`config.mk`:
```
export PLATFORM = sky130hd
export DESIGN_NAME = inc_arbiter
export DESIGN_NICKNAME = d
export VERILOG_FILES = /design/src/rtl/inc_arbiter.sv
export SDC_FILE = /design/constraint.sdc
export NUM_CORES = 1
export LEC_CHECK = 0
export ABC_AREA = 1
export BUFFER_PORTS_ARGS = -buffer_cell sky130_fd_sc_hd__buf_2
export CAP_MARGIN = 20
export CORE_UTILIZATION = 62
export CTS_BUF_LIST = sky130_fd_sc_hd__clkbuf_4 sky130_fd_sc_hd__clkbuf_8
export DETAILED_ROUTE_END_ITERATION = 6
export PLACE_DENSITY = 0.91
export SYNTH_ARGS = -nofsm -noshare
export SYNTH_HDL_FRONTEND = slang
export SYNTH_SLANG_ARGS = --single-unit
export TNS_END_PERCENT = 1
```
`constraint.sdc`:
```
create_clock -name clk -period 4.55 [get_ports clk]
set_input_delay 0.91 -clock clk [delete_from_list [all_inputs] [get_ports clk]]
set_output_delay 0.91 -clock clk [all_outputs]
set_load 0.05 [all_outputs]
```
`src/rtl/inc_arbiter.sv`:
```
// Turns synchronized button levels into one-hot increment pulses, granted round-robin one per clock.
// Build option: define INC_ARB_AUTOREPEAT_EN to enable hold-to-repeat (HOLD/REPEAT states, tick counters).
module inc_arbiter #(
  parameter int DIGITS       = 4,
  parameter int HOLD_TICKS   = 8,
  parameter int REPEAT_TICKS = 2,
  parameter int TCNT_W       = 4
) (
  input  logic              clk,
  input  logic              reset,
  input  logic [DIGITS-1:0] btn_in,
  input  logic              tick,
  output logic [DIGITS-1:0] inc_out,
  output logic              active_out,
  output logic              repeat_out
);

  localparam int RR_W = (DIGITS > 1) ? $clog2(DIGITS) : 1;

  // In the single-shot build ST_HOLD plays the role of PRESSED.
  typedef enum logic [1:0] {
    ST_IDLE   = 2'd0,
    ST_HOLD   = 2'd1,
    ST_REPEAT = 2'd2
  } st_e;

  st_e               st_q [DIGITS];
  st_e               st_d [DIGITS];
  logic [DIGITS-1:0] btn_prev_q;
  logic [DIGITS-1:0] pend_q;
  logic [DIGITS-1:0] pend_d;
  logic [DIGITS-1:0] pend_set;
  logic [DIGITS-1:0] gnt_oh;
  logic [DIGITS-1:0] inc_q;
  logic [RR_W-1:0]   rr_q;
  logic [RR_W-1:0]   rr_d;
  logic [RR_W-1:0]   gnt_idx;
  logic [RR_W-1:0]   cand;
  logic              gnt_vld;
  logic              any_active;
  logic              any_repeat;
  logic              active_q;
  logic              repeat_q;

`ifdef INC_ARB_AUTOREPEAT_EN
  logic [TCNT_W-1:0] tcnt_q [DIGITS];
  logic [TCNT_W-1:0] tcnt_d [DIGITS];
`else
  logic unused_tick;
  localparam int unused_cfg = HOLD_TICKS + REPEAT_TICKS + TCNT_W;
  assign unused_tick = tick;
`endif

  // State register
  always_ff @(posedge clk) begin
    if (reset) begin
      for (int j = 0; j < DIGITS; j++) begin
        st_q[j] <= ST_IDLE;
`ifdef INC_ARB_AUTOREPEAT_EN
        tcnt_q[j] <= '0;
`endif
      end
      // All-ones so a button already held at reset release is not taken as a press.
      btn_prev_q <= '1;
      pend_q     <= '0;
      rr_q       <= '0;
      inc_q      <= '0;
      active_q   <= 1'b0;
      repeat_q   <= 1'b0;
    end else begin
      for (int j = 0; j < DIGITS; j++) begin
        st_q[j] <= st_d[j];
`ifdef INC_ARB_AUTOREPEAT_EN
        tcnt_q[j] <= tcnt_d[j];
`endif
      end
      btn_prev_q <= btn_in;
      pend_q     <= pend_d;
      rr_q       <= rr_d;
      inc_q      <= gnt_oh;
      active_q   <= any_active;
      repeat_q   <= any_repeat;
    end
  end

  // Next-state: per-digit FSMs; release beats tick in the same cycle.
  always_comb begin
    pend_set = '0;
    for (int j = 0; j < DIGITS; j++) begin
      st_d[j] = st_q[j];
`ifdef INC_ARB_AUTOREPEAT_EN
      tcnt_d[j] = tcnt_q[j];
`endif
      case (st_q[j])
        ST_IDLE: begin
          if (btn_in[j] && !btn_prev_q[j]) begin
            st_d[j]     = ST_HOLD;
            pend_set[j] = 1'b1;
`ifdef INC_ARB_AUTOREPEAT_EN
            tcnt_d[j] = '0;
`endif
          end
        end
        ST_HOLD: begin
          if (!btn_in[j]) begin
            st_d[j] = ST_IDLE;
          end
`ifdef INC_ARB_AUTOREPEAT_EN
          else if (tick) begin
            if (tcnt_q[j] == TCNT_W'(HOLD_TICKS - 1)) begin
              st_d[j]     = ST_REPEAT;
              tcnt_d[j]   = '0;
              pend_set[j] = 1'b1;
            end else begin
              tcnt_d[j] = tcnt_q[j] + TCNT_W'(1);
            end
          end
`endif
        end
`ifdef INC_ARB_AUTOREPEAT_EN
        ST_REPEAT: begin
          if (!btn_in[j]) begin
            st_d[j] = ST_IDLE;
          end else if (tick) begin
            if (tcnt_q[j] == TCNT_W'(REPEAT_TICKS - 1)) begin
              tcnt_d[j]   = '0;
              pend_set[j] = 1'b1;
            end else begin
              tcnt_d[j] = tcnt_q[j] + TCNT_W'(1);
            end
          end
        end
`endif
        default: st_d[j] = ST_IDLE;
      endcase
    end
  end

  // Round-robin grant over registered pending bits, starting at rr_q.
  always_comb begin
    gnt_vld = 1'b0;
    gnt_idx = '0;
    cand    = '0;
    for (int k = 0; k < DIGITS; k++) begin
      cand = RR_W'((int'(rr_q) + k) % DIGITS);
      if (!gnt_vld && pend_q[cand]) begin
        gnt_vld = 1'b1;
        gnt_idx = cand;
      end
    end
    gnt_oh = '0;
    if (gnt_vld) gnt_oh[gnt_idx] = 1'b1;
    rr_d = rr_q;
    if (gnt_vld) rr_d = (int'(gnt_idx) == DIGITS - 1) ? '0 : gnt_idx + RR_W'(1);
    // A new set on the digit being granted survives the clear.
    pend_d = pend_set | (pend_q & ~gnt_oh);
  end

  // Output decode
  always_comb begin
    any_active = 1'b0;
    any_repeat = 1'b0;
    for (int j = 0; j < DIGITS; j++) begin
      if (st_q[j] != ST_IDLE) any_active = 1'b1;
`ifdef INC_ARB_AUTOREPEAT_EN
      if (st_q[j] == ST_REPEAT) any_repeat = 1'b1;
`endif
    end
  end

  assign inc_out    = inc_q;
  assign active_out = active_q;
  assign repeat_out = repeat_q;

endmodule

```
==> key figures <==
Floorplanning
  – Core Footprint: 0.00138 sq mm
  – Initial Utilization: 70.4%
  – Io pins: 13
  – Height of the chip: 41.6 microns
  – Rows: 13
  – Die Wd: 41.6 microns
  – Die footprint: 0.00173 sq mm

Route
  – WL met1: 684 microns
  – DRT Pass-1 Iters: 4
  – Routed Antenna Nets: 0
  – DR iter-0 viols: 13
  – Via Count: 760
  – Met2 wire length: between 800 and 900 microns
  – Post-DR wirelength/cell: a little over 10 microns
  – Highest routed metal layer: met4
  – Via-to-Cell Ratio: a little over 5
  – Total wire length: 1550 microns
  – DRC: 0
  – Met3 routed WL: 37 microns

Clock network
  – CTS sink cnt: 19
  – H-tree levels: 1
  – Root buffer cell: clkbuf_4
  – Clock Path Buffers: 2
  – Hold Buf Count CTS: 0
  – CTS tree: yes
  – Worst-skew pair later-pin latency: 0.29 ns
  – Resize count post-CTS: 0
  – Setup Fix Bufs, Post-CTS: 0
  – Cts bufs inserted: 3
  – Reg clk slew, reported paths: 0.10 ns

Power and ir drop
  – LEAKAGE: 0.493 nW
  – Clk pwr share: ~12%
  – Worst vdd ir: 0.000346 V
  – Sw Ratio: 48.3%
  – Combinational share of power: between 50% and 60%
  – Power per cell area: roughly 680 mW/mm^2
  – Internal power: 0.368 mW
  – Psw: between 0.3 and 0.4 mW
  – Total power: 0.713 mW
  – Seq pwr share: 30.7%

Global route
  – Congestion Overflow GR: 0
  – Largest net degree at the start of global routing: 13
  – Initial antenna violation count: 0
  – First-pass GRT wire length: roughly 2800 microns
  – Total GRT Usage: 20.5%
  – Vias in the first global route: 711

Logic synthesis
  – Synth Flop Type: dfxtp_1
  – Avg Cell Area, Syn: 7.91 sq um
  – Area share of the leading cell type in the synthesized netlist: 39.1%
  – Mapped Cells: ~120
  – Post-synth cell types: 23
  – Synth cell count leaders: 31 x nand2_1, 19 x dfxtp_1, 18 x nand2_2, 9 x inv_1, 7 x nor2_1
  – Async set-reset flop share out of synthesis: 0%
  – Top post-synthesis cells by area: dfxtp_1 39%, nand2_1 12%, nand2_2 12%, ha_1 5.1%, nand3b_1 3.9%
  – Yosys warning count: 0
  – Post-synthesis sequential area ratio: approximately two fifths
  – Count leader, synth: nand2_1
  – Synth Register Bits: 19
  – Post-Syn Area: 973 sq um
  – Largest area contributor in the netlist: dfxtp_1
  – Post-synth EDFFs: 0
  – Syn nets: about 130

STA
  – Slew Viols, Final: 0
  – Fin crit period: 2.04 ns
  – Fin Clk Skew: between 0.0005 and 0.0006 ns
  – Hold Slack: approximately 0.43 ns
  – FMAX: 490 MHz
  – Unrepaired setup endpoints after global routing: no
  – Fin. Hold Viols: 0
  – Period utilisation layout: between 40% and 50%
  – Final setup viols: 0
  – Setup TNS: 0 ns

Cells and area
  – Layout cells sized above 1: 32.8%
  – Number of nets in the layout: 146
  – Fin cells: between 100 and 150
  – Area delta synth->final: 7.84%
  – Ant. Diodes: 0
  – Fillers: 107
  – Design area: 0.00105 sq mm
  – Multi-input gate area: 514 sq um
  – Register area: 380 sq um

Worst setup path
  – CP Max Fanout: 8
  – Reg-to-reg slack, setup: 2.51 ns
  – CP arrival: 2.22 ns
  – Critical Path Sink Type: flip-flop
  – CP endpoint: rr_q[1]
  – Reg-to-Reg End: rr_q[1]
  – R2r startpoint: rr_q[0]
  – Crit path launch: rr_q[0]
  – R2R depth: 12
  – Data required, critical path: 4.73 ns
  – Type of origin of the critical path: flip-flop
  – Crit Path Category: reg2reg

Min path
  – Hold WC Path Type: reg2reg

Outcome
  – Outcome: finished, final reports clean

Placed design
  – Routability congestion estimate from global placement: 0.854
  – Post-DP HPWL: 1230 microns
  – DP Cell Count: 145
  – Area after DPL: 0.00102 sq mm
  – Port bufs: 10

Job
  – Max-Cap Viols: 0
per-layer routing:
metal | track usage [%] | vias to the layer above
li1 | - | 404
met1 | 24.5 | 343
met2 | 35.6 | 11
met3 | 4.35 | 2
met4 | 7.74 | 0
met5 | 0 | -
sequential cells by signal, summed over array words and instances, names as in the netlist:
name / cells
rr_q: 2
inc_out: 4
active_out: 1
btn_prev_q: 4
pend_q: 4
st_q: 4
layout by cell type, fill, tap and decap left out, types with 2 or more instances in the layout:
| cell type | synthesis | routed |
|---|---|---|
| inv_2 | 3 | 3 |
| nand3b_1 | 5 | 5 |
| nand4_1 | 2 | 2 |
| nand3_1 | 5 | 5 |
| ha_1 | 4 | 4 |
| buf_2 | 0 | 10 |
| nand2_2 | 18 | 18 |
| a21oi_2 | 4 | 4 |
| clkbuf_4 | 0 | 4 |
| nor2_1 | 7 | 7 |
| inv_1 | 9 | 9 |
| a21oi_1 | 5 | 5 |
| nand2_1 | 31 | 31 |
| dfxtp_1 | 19 | 19 |
worst max-delay path: stages (launching register included):
cell and delay, ns:
dfxtp_1 0.60, nand2_2 0.10, nand3_1 0.17, nand2_2 0.11, nor2_8 0.17, nand2_1 0.09, nand3_1 0.10, nand2_2 0.07
nand2_2 0.09, inv_2 0.05, ha_1 0.28, nand2_1 0.07, a21oi_1 0.05
power by group through the flow:
stage | Clock [mW] | Combinational, mW | Sequential [mW]
after floorplan | 0 | 0.320 | 0.252
final | 0.0875 | 0.407 | 0.219
after detailed placement | 0 | 0.409 | 0.223
after CTS | 0.0878 | 0.411 | 0.219
after global placement | 0 | 0.394 | 0.221
after global routing | 0.0958 | 0.456 | 0.225
how the worst min path moves through the flow:
| stage | start | endpoint | depth (start not counted) |
|---|---|---|---|
| finish | btn_prev_q[1] | st_q[1][0] | 1 |
| global route | btn_prev_q[1] | st_q[1][0] | 1 |
| CTS | btn_prev_q[1] | st_q[1][0] | 1 |
| detailed placement | btn_prev_q[0] | st_q[0][0] | 1 |
| global placement | btn_prev_q[0] | st_q[0][0] | 1 |
| floorplan | btn_prev_q[0] | st_q[0][0] | 1 |
cell type report:
type	instances	share of cell area (%)
Multi-Input combinational cell	88	49.0
Sequential cell	19	36.2
Inverter	13	5.36
Timing Repair Buffer	10	4.77
Clock buffer	4	2.86
Tap cell	15	1.79
per-stage QoR:
stage          worst slack (ns)  utilization, %
2_1_floorplan              2.83               -
3_3_place_gp               2.57            73.8
3_5_place_dp               2.52            73.8
4_1_cts                    2.51            75.9
5_1_grt                    2.33            75.9
6_report                   2.51            75.9
cell families after synthesis:
kind of cell,count (synthesis),share of synthesized area (%)
AND/OR/NAND/NOR,73,40.2
AO/OA/AOI/OAI,10,7.07
flip-flops,19,39.1
other,1,0.385
adder cells (fa/ha/maj),4,5.14
buffers and inverters,16,8.10
Note: power is estimated with default switching activity, not from simulation.
